`src/rtl/fir_pkg.sv`:
```
// Shared definitions for the FIR filter block and its downstream decimation buffer.
// Contents: sample width and type, input-side FSM state encoding, default tap count
// from which the warm-up length is derived.
package fir_pkg;

    localparam int unsigned SAMPLE_W       = 16;
    localparam int unsigned NUM_TAPS       = 63;
    // The filter pipeline needs one sample per tap before its output is meaningful.
    localparam int unsigned DEFAULT_WARMUP = NUM_TAPS;

    typedef logic signed [SAMPLE_W-1:0] sample_t;

    typedef enum logic [1:0] {
        StIdle   = 2'd0,
        StWarmup = 2'd1,
        StRun    = 2'd2
    } state_e;

endpackage

```
`src/rtl/fir_decim_buffer_if.sv`:
```
// Sample stream bundle between the FIR output, the decimation buffer and its consumer.
//   y_in, in_valid      : filtered sample arriving from the FIR
//   out_data, out_valid : head-of-FIFO sample offered to the consumer
//   out_ready           : consumer accepts out_data this cycle
// slave  : the buffer side (consumes y_in, produces out_data)
// master : the environment side (filter + consumer)
interface fir_decim_buffer_if;
    import fir_pkg::*;

    sample_t y_in;
    logic    in_valid;
    sample_t out_data;
    logic    out_valid;
    logic    out_ready;

    modport slave (
        input  y_in,
        input  in_valid,
        input  out_ready,
        output out_data,
        output out_valid
    );

    modport master (
        output y_in,
        output in_valid,
        output out_ready,
        input  out_data,
        input  out_valid
    );

endinterface

```
`src/rtl/fir_sync_fifo.sv`:
```
// First-word-fall-through synchronous FIFO for filtered samples.
// Ports:
//   clk, rst_n      : clock, asynchronous active-low reset (pointers and level only)
//   wr_en, wr_data  : write request; caller guarantees no write when full unless reading
//   rd_en           : pop the head word
//   rd_data         : head word, 0 when empty
//   level           : occupancy 0..DEPTH
//   full, empty     : occupancy flags
module fir_sync_fifo
    import fir_pkg::*;
#(
    parameter int unsigned DEPTH = 8,
    localparam int unsigned AW   = $clog2(DEPTH)
) (
    input  logic          clk,
    input  logic          rst_n,
    input  logic          wr_en,
    input  sample_t       wr_data,
    input  logic          rd_en,
    output sample_t       rd_data,
    output logic [AW:0]   level,
    output logic          full,
    output logic          empty
);

    sample_t         mem [DEPTH];
    logic [AW-1:0]   wr_ptr_q;
    logic [AW-1:0]   rd_ptr_q;
    logic [AW:0]     level_q;
    logic [AW:0]     level_d;

    always_comb begin
        level_d = level_q;
        unique case ({wr_en, rd_en})
            2'b10:   level_d = level_q + (AW+1)'(1);
            2'b01:   level_d = level_q - (AW+1)'(1);
            default: level_d = level_q;
        endcase
    end

    always_ff @(posedge clk or negedge rst_n) begin
        if (!rst_n) begin
            wr_ptr_q <= '0;
            rd_ptr_q <= '0;
            level_q  <= '0;
        end else begin
            if (wr_en) wr_ptr_q <= wr_ptr_q + AW'(1);
            if (rd_en) rd_ptr_q <= rd_ptr_q + AW'(1);
            level_q <= level_d;
        end
    end

    // Storage is not reset; stale words are hidden because level is 0.
    always_ff @(posedge clk) begin
        if (wr_en) mem[wr_ptr_q] <= wr_data;
    end

    assign full    = (level_q == (AW+1)'(DEPTH));
    assign empty   = (level_q == '0);
    assign level   = level_q;
    assign rd_data = empty ? sample_t'(0) : mem[rd_ptr_q];

endmodule

```
`src/rtl/fir_decim_buffer.sv`:
```
// Downstream stage of the FIR block: drops the warm-up transient after each enable,
// keeps every DECIM-th sample and buffers it in a FWFT FIFO toward a valid/ready consumer.
// Ports:
//   clk, rst_n : clock, asynchronous active-low reset
//   en         : stream enable; low returns the input side to idle (FIFO keeps draining)
//   bus        : sample stream (y_in/in_valid in, out_data/out_valid/out_ready out)
//   level      : FIFO occupancy
//   ovf        : sticky, a kept sample was lost to a full FIFO; ovf_clr clears it
//   drop_cnt   : saturating count of lost samples (only with DROP_CNT_EN defined)
// Optional feature macro: DROP_CNT_EN.
module fir_decim_buffer
    import fir_pkg::*;
#(
    parameter int unsigned DECIM  = 4,
    parameter int unsigned WARMUP = DEFAULT_WARMUP,
    parameter int unsigned DEPTH  = 8,
    localparam int unsigned AW    = $clog2(DEPTH)
) (
    input  logic               clk,
    input  logic               rst_n,
    input  logic               en,
    fir_decim_buffer_if.slave  bus,
    output logic [AW:0]        level,
    output logic               ovf,
    input  logic               ovf_clr
`ifdef DROP_CNT_EN
    ,
    output logic [15:0]        drop_cnt
`endif
);

    localparam int unsigned CW    = (WARMUP < 1) ? 1 : $clog2(WARMUP + 1);
    localparam int unsigned PW    = (DECIM < 2) ? 1 : $clog2(DECIM);
    localparam int unsigned WLAST = (WARMUP == 0) ? 0 : WARMUP - 1;

    state_e          state_q, state_d;
    logic [CW-1:0]   wcnt_q, wcnt_d;
    logic [PW-1:0]   phase_q, phase_d;
    logic            keep;
    logic            wr, rd, drop;
    logic            full, empty;
    logic            ovf_q;

    always_comb begin
        state_d = state_q;
        wcnt_d  = wcnt_q;
        phase_d = phase_q;
        keep    = 1'b0;
        if (!en) begin
            state_d = StIdle;
            wcnt_d  = '0;
            phase_d = '0;
        end else begin
            unique case (state_q)
                StIdle: begin
                    wcnt_d  = '0;
                    phase_d = '0;
                    state_d = (WARMUP == 0) ? StRun : StWarmup;
                end
                StWarmup: begin
                    if (bus.in_valid) begin
                        wcnt_d = wcnt_q + CW'(1);
                        // The sample that completes the warm-up is itself discarded.
                        if (wcnt_q == CW'(WLAST)) state_d = StRun;
                    end
                end
                StRun: begin
                    if (bus.in_valid) begin
                        keep    = (phase_q == '0);
                        phase_d = (phase_q == PW'(DECIM - 1)) ? '0 : phase_q + PW'(1);
                    end
                end
                default: state_d = StIdle;
            endcase
        end
    end

    always_ff @(posedge clk or negedge rst_n) begin
        if (!rst_n) begin
            state_q <= StIdle;
            wcnt_q  <= '0;
            phase_q <= '0;
        end else begin
            state_q <= state_d;
            wcnt_q  <= wcnt_d;
            phase_q <= phase_d;
        end
    end

    assign rd   = bus.out_valid && bus.out_ready;
    // A simultaneous read frees the slot, so a full FIFO can still accept.
    assign wr   = keep && (!full || rd);
    assign drop = keep && full && !rd;

    fir_sync_fifo #(
        .DEPTH (DEPTH)
    ) u_fifo (
        .clk     (clk),
        .rst_n   (rst_n),
        .wr_en   (wr),
        .wr_data (bus.y_in),
        .rd_en   (rd),
        .rd_data (bus.out_data),
        .level   (level),
        .full    (full),
        .empty   (empty)
    );

    assign bus.out_valid = !empty;

    always_ff @(posedge clk or negedge rst_n) begin
        if (!rst_n) begin
            ovf_q <= 1'b0;
        end else if (drop) begin
            ovf_q <= 1'b1;
        end else if (ovf_clr) begin
            ovf_q <= 1'b0;
        end
    end

    assign ovf = ovf_q;

`ifdef DROP_CNT_EN
    logic [15:0] drop_cnt_q;

    always_ff @(posedge clk or negedge rst_n) begin
        if (!rst_n) begin
            drop_cnt_q <= '0;
        end else if (ovf_clr) begin
            drop_cnt_q <= drop ? 16'd1 : 16'd0;
        end else if (drop && (drop_cnt_q != 16'hFFFF)) begin
            drop_cnt_q <= drop_cnt_q + 16'd1;
        end
    end

    assign drop_cnt = drop_cnt_q;
`endif

endmodule

```
`src/flat_wrapper.sv`:
```
// flat-port wrapper written by rule: the top's interface ports become plain ports
module fir_decim_buffer_flat import fir_pkg::*;
#(
    parameter int unsigned DECIM  = 4,
    parameter int unsigned WARMUP = DEFAULT_WARMUP,
    parameter int unsigned DEPTH  = 8,
    localparam int unsigned AW    = $clog2(DEPTH)
)
  (clk, rst_n, en, level, ovf, ovf_clr, bus_y_in, bus_in_valid, bus_out_ready, bus_out_data, bus_out_valid);
  fir_decim_buffer_if bus_i ();
  input  logic clk;
  input  logic rst_n;
  input  logic en;
  output logic [AW:0] level;
  output logic ovf;
  input  logic ovf_clr;
  input wire logic [$bits(bus_i.y_in)-1:0] bus_y_in;
  input wire logic [$bits(bus_i.in_valid)-1:0] bus_in_valid;
  input wire logic [$bits(bus_i.out_ready)-1:0] bus_out_ready;
  output wire logic [$bits(bus_i.out_data)-1:0] bus_out_data;
  output wire logic [$bits(bus_i.out_valid)-1:0] bus_out_valid;
  assign bus_i.y_in = bus_y_in;
  assign bus_i.in_valid = bus_in_valid;
  assign bus_i.out_ready = bus_out_ready;
  assign bus_out_data = bus_i.out_data;
  assign bus_out_valid = bus_i.out_valid;
  fir_decim_buffer #(.DECIM(DECIM), .WARMUP(WARMUP), .DEPTH(DEPTH)) u_core (.clk(clk), .rst_n(rst_n), .en(en), .bus(bus_i), .level(level), .ovf(ovf), .ovf_clr(ovf_clr));
endmodule
```
`config.mk`:
```
export PLATFORM = sky130hd
export DESIGN_NAME = fir_decim_buffer_flat
export DESIGN_NICKNAME = d
export VERILOG_FILES = /design/src/rtl/fir_pkg.sv /design/src/rtl/fir_decim_buffer_if.sv /design/src/rtl/fir_sync_fifo.sv /design/src/rtl/fir_decim_buffer.sv /design/src/flat_wrapper.sv
export SDC_FILE = /design/constraint.sdc
export NUM_CORES = 1
export LEC_CHECK = 0
export CAP_MARGIN = 20
export CORE_MARGIN = 4
export CORE_UTILIZATION = 45
export CTS_CLUSTER_DIAMETER = 40
export DETAILED_ROUTE_END_ITERATION = 16
export GPL_ROUTABILITY_DRIVEN = 0
export REMOVE_ABC_BUFFERS = 1
export SYNTH_ARGS = -nofsm -noshare
export SYNTH_HDL_FRONTEND = slang
export SYNTH_SLANG_ARGS = --single-unit
```
`constraint.sdc`:
```
create_clock -name clk -period 5.6 [get_ports clk]
set_input_delay 1.12 -clock clk [delete_from_list [all_inputs] [get_ports clk]]
set_output_delay 1.12 -clock clk [all_outputs]
set_load 0.01 [all_outputs]
```
Word-level counts from Yosys, hierarchy flattened
Memories as Yosys holds them, arrays and structs flattened.
Cells that the tools add are included.
- flip-flop bits (word level): 21
- RAM bits: 128
- input bits: 22
- output and inout bits: 22
- logic and storage cells: 63
- memories: 1
- memories (memory ; depth ; bits a word ; rd ports ; clocked after memory_dff ; write ports ; line ; text):
    u_core.u_fifo.mem ; 8 ; 16 ; 1 ; 0 ; 1 ; fir_sync_fifo.sv:26 ; sample_t mem [DEPTH];
- add/sub/neg operators: 6
- equal/unequal tests: 13
- mux-type cells: 20
- reduce and logical (&&, ||, !) cells: 16
- operators by type and width (cell ; number):
    two-way mux 16 bit ; 1
    two-way mux 2 bit ; 6
    two-way mux 6 bit ; 2
    one-hot mux 6 bit (2 select lines) ; 1
    one-hot mux 4 bit (2 select lines) ; 1
    two-way mux 1 bit ; 7
    adder 3 x 1 -> 3 bit, second input constant ; 2
    adder 6 x 1 -> 6 bit, second input constant ; 1
    == test 2 bit, second input constant ; 3
    == test 6 bit, second input constant ; 1
    inequality test 3 x 1 -> 1 bit, second input constant ; 2
    inequality test 3 bit, second input constant ; 2
    one-hot mux 2 bit (3 select lines) ; 1
    adder 4 x 1 -> 4 bit, second input constant ; 1
    == test 2 x 1 -> 1 bit, second input constant ; 2
    == test 4 bit, second input constant ; 1
    logical AND 1 bit ; 4
    zero test 2 bit ; 2
    zero test 4 bit ; 1
    one-hot mux 2 bit (2 select lines) ; 1
    AND reduction 2 bit ; 2
    nonzero test 2 bit ; 2
    subtractor 4 x 1 -> 4 bit, second input constant ; 1
    zero test 1 bit ; 3
    other kinds (5) ; 5

Depth between registers and ports, before layout
- depth after elaboration: 7
- depth in mapped cells: 12
- mapped depth without buffers: 11

Hierarchy
A second synthesis with hierarchy kept.
- cells, all modules: 337
- area total of the unflattened synthesis: 6172.2 sq um
- modules (own cells, without submodules) (module ; times used ; cells an instance ; area each (sq um) ; seq. area each (sq um)):
    fir_sync_fifo ; 1 ; 259 ; 5487.8 ; 4093.9
    fir_decim_buffer ; 1 ; 78 ; 684.4 ; 275.3

Least setup slack after synthesis
No wires, ideal clock.
- path type: input-to-reg
- from: input port bus_in_valid
- to: memory u_core.u_fifo.mem[1][0] (netlist bit), enable pin
- library setup time: 409 ps
- data arrival time: 3094 ps
- required time: 5191 ps
- path slack: 2096 ps
- stages on the path: 5
- buffers on the path: 1
- cells stage by stage: buf_2 > and4b_1 > o311ai_4 > or2_1 > nor3_1
- word-level cells in the longest chain between the ends: 6
- ends and longest elaborated chain (item ; line ; text):
    start, declared ; flat_wrapper.sv:18 ; input wire logic [$bits(bus_i.in_valid)-1:0] bus_in_valid;
    two-way mux 1 bit ; fir_decim_buffer.sv:68 ; if (bus.in_valid) begin
    two-way mux 1 bit ; fir_decim_buffer.sv:54 ; unique case (state_q)
    two-way mux 1 bit ; fir_decim_buffer.sv:49 ; if (!en) begin
    logical AND 1 bit ; fir_decim_buffer.sv:92 ; assign wr = keep && (!full || rd);
    two-way mux 1 bit ; fir_sync_fifo.sv:55 ; if (wr_en) mem[wr_ptr_q] <= wr_data;
    two-way mux 1 bit (implied by the code) ; fir_sync_fifo.sv:55 ;
    end, declared ; fir_sync_fifo.sv:26 ;
No other way between the ends.

Final worst setup path
- from: register u_core.u_fifo.rd_ptr_q[0]
- to: output port bus_out_data[15]
- word-level cells in the longest chain between the ends: 2
- ends and longest elaborated chain (item ; line ; text):
    start, declared ; fir_sync_fifo.sv:28 ; logic [AW-1:0] rd_ptr_q;
    start signal, assigned ; fir_sync_fifo.sv:48 ; if (rd_en) rd_ptr_q <= rd_ptr_q + AW'(1);
    memory read (8 x 16 bit) ; - ;
    two-way mux 16 bit ; fir_sync_fifo.sv:61 ; assign rd_data = empty ? sample_t'(0) : mem[rd_ptr_q];
    end, declared ; flat_wrapper.sv:20 ; output wire logic [$bits(bus_i.out_data)-1:0] bus_out_data;
No other way between the ends.

==> results.txt <==
Worst VDD drop: 0.000229 V
pre-CTS setup slack: 1890 ps
largest net degree at the start of global routing: 23
clock skew: 10.7 ps
io pins: 44
setup repair bufs after CTS: 0
final setup fails: 0
Sink Count: 149
worst rel slew slack: 41.1%
status: completed
Starting Density: 46.2%
Worst Hold Path EP: u_core.ovf
via count: 3159
Worst path slowest cell: dfrtp_2
Mapped Cells: 350
initial antenna violation count: 0
I/O Buffers: 43
LEAKAGE: 2.52 nW
Max Cap Viol: 0
share of layout cells above drive strength 1: 19.6%
clk root buf: clkbuf_16
Synth area leader: edfxtp_1
final hold vios: 0
HPWL Detailed: 7100 um
clk slew on worst S/H paths: 60 ps
Final #Nets: 437
CP bufs+invs: 2
Tcrit/Tclk final: 72.7%
1st-pass router iterations: 4
number of synthesized flops with an enable pin: 128
Max stage delay on crit path: 850 ps
Netlist cell types: 44
Final WS setup: 1530 ps
drc violations: 0
Core Area: 13300 um^2
worst hold path startpoint: u_core.ovf
CTS HTree Levels: 4
Min-Delay Path Depth: 2
fin crit period: 4070 ps
Post-synth top cells: edfxtp_1 (128), mux4_2 (32), inv_1 (24), o21ai_0 (22), dfrtp_1 (21)
post-route ant nets: 0
post-synthesis area per instance: 17.5 um^2
clk buf depth: 2
Vias per Instance: 5.32
CP arrival: 2950 ps
Worst-Margin Slew: 883 ps
drt initial violations: 222
Req. time, crit path: 4480 ps
RR Endpoint: u_core.u_fifo.level[2]
Die Area: 15600 um^2
delay-heaviest family, CP: buffers and inverters
asr flop ratio synth: 14.1%
RR Startpoint: u_core.u_fifo.level[0]
Yosys warning count: 0
Remaining Overflow, GRT: 0
cell with the most instances after synthesis: edfxtp_1
Area Growth Syn to Fin: 19.0%
top cells by area, synth: edfxtp_1 (63%), mux4_2 (12%), dfrtp_1 (8.6%), ha_1 (1.8%), o21ai_0 (1.8%)
Pins Over Slew Limit: 0
cts repair resizes: 0
setup TNS: 0 ps
Worst R2R Path Depth: 11
Horiz. Die Dim: 125 um
die height: 125 um
worst setup path category: reg2out
Post-Syn Area: 6140 um^2
RSZ-0062 raised after global routing: false
worst path cell trace: buf_4 -> mux4_2 -> nand3_1 -> o21ai_0 -> clkdlybuf4s50_1
Max Freq: 245 MHz
GRT Resource Usage Total: 16.3%
Fill cells: 1056
Seq/Total Area, Yosys: 71.2%
Hold Path Class: reg2reg
first-pass GRT wire length: 19200 um
Top FF cell, synth: edfxtp_1
crit-path max FO: 22
flops & latches, synth: 149
CP endpoint kind: output pin
r2r setup slk: 2910 ps
# diodes: 0
CTS Buf Count: 17
final wirelength: 11800 um
CTS Hold Bufs: 0
Rows: 42
Startpoint Class: register
post-synth top area share: 62.6%
CTS tree: yes
Clock Latency Late Sink: 420 ps
wire per inst: 19.9 um
vias in the first global route: 3403
PD cells: 440 nW/um^2
-- per-layer routing --
metal / vias to the layer above / global-route usage, % / routed length (um)
li1: 1464 / - / -
met1: 1612 / 21.6 / 5250
met2: 73 / 26.0 / 5880
met3: 10 / 4.89 / 564
met4: 0 / 5.09 / 108
met5: - / 0 / 0
-- report_power, final --
group | internal, mW | switching (mW) | leakage [nW]
combinational | 0.498 | 0.366 | 0.849
clock | 0.565 | 0.431 | 0.252
sequential | 1.23 | 0.123 | 1.42
total | 2.30 | 0.920 | 2.52
-- kinds of logic (layout without fill, tap and decap cells) --
logic type | Yosys count | count (layout) | share of synthesized area [%]
XOR/XNOR | 11 | 11 | 1.57
multiplexers | 36 | 36 | 12.5
buffers and inverters | 41 | 109 | 3.08
AO/OA/AOI/OAI | 33 | 33 | 3.32
AND/OR/NAND/NOR | 71 | 71 | 6.50
flip-flops | 149 | 149 | 71.2
adder cells (fa/ha/maj) | 9 | 9 | 1.83
-- worst reg2reg max path, cell delays in order (launching register included) --
cell,delay (ps)
dfrtp_1,440
or3_4,450
nand2b_4,320
nand2_2,190
inv_1,70
ha_1,240
xor2_1,170
ha_1,190
a21oi_1,140
xor2_1,160
nor2_1,60
xor2_1,140
-- worst max-delay path by stage --
stage                     slack, ps  cells past startpoint          endpoint                 startpoint
after detailed placement       1890                      5  bus_out_data[15]  u_core.u_fifo.rd_ptr_q[0]
after floorplan                2190                      3   bus_out_data[0]  u_core.u_fifo.rd_ptr_q[0]
after global routing           1270                      5  bus_out_data[15]  u_core.u_fifo.rd_ptr_q[0]
after CTS                      1410                      5  bus_out_data[15]  u_core.u_fifo.rd_ptr_q[0]
after global placement         1890                      5  bus_out_data[12]  u_core.u_fifo.rd_ptr_q[0]
final                          1530                      5  bus_out_data[15]  u_core.u_fifo.rd_ptr_q[0]
-- metrics by stage --
stage	power (mW)	instance area [um^2]	std cells	util, %	hold slack [ps]
2_1_floorplan	1.85	6040	333	-	474
3_3_place_gp	2.25	6780	562	51.0	468
3_5_place_dp	2.26	6780	562	51.0	478
4_1_cts	3.27	7290	593	54.9	501
5_1_grt	3.40	7310	594	55.0	542
6_report	3.22	7310	594	55.0	498
-- registers in the layout (all words and copies together), names as in the netlist --
| name | flops |
|---|---|
| u_core.state_q | 2 |
| u_core.u_fifo.wr_ptr_q | 3 |
| u_core.u_fifo.mem | 128 |
| u_core.ovf | 1 |
| u_core.phase_q | 2 |
| u_core.wcnt_q | 6 |
| u_core.u_fifo.level | 4 |
| u_core.u_fifo.rd_ptr_q | 3 |
-- layout by cell type, fill, tap and decap left out, types with 3 or more instances in the layout --
cell type	count
edfxtp_1	128
clkdlybuf4s50_1	43
mux4_2	32
inv_1	24
o21ai_0	22
dfrtp_1	20
nand3_1	19
clkbuf_16	17
nor2_1	13
buf_4	10
ha_1	9
nand2_1	7
xor2_1	7
nor2b_1	5
nand2b_1	4
xnor2_1	4
clkinv_2	4
nand3b_1	3
nand4_1	3
a22oi_1	3
a21oi_1	3
clkinv_4	3
clkbuf_1	3
-- layout make-up --
type	count	area [um^2]	area share (%)
sequential	149	4370	59.8
multi-input combinational	160	1590	21.8
timing repair buffer	54	517	7.07
clock buffer	20	437	5.98
tap	176	220	3.01
inverter	24	90.1	1.23
clock inverter	11	81.3	1.11
Note: power is estimated with default switching activity, not from simulation.
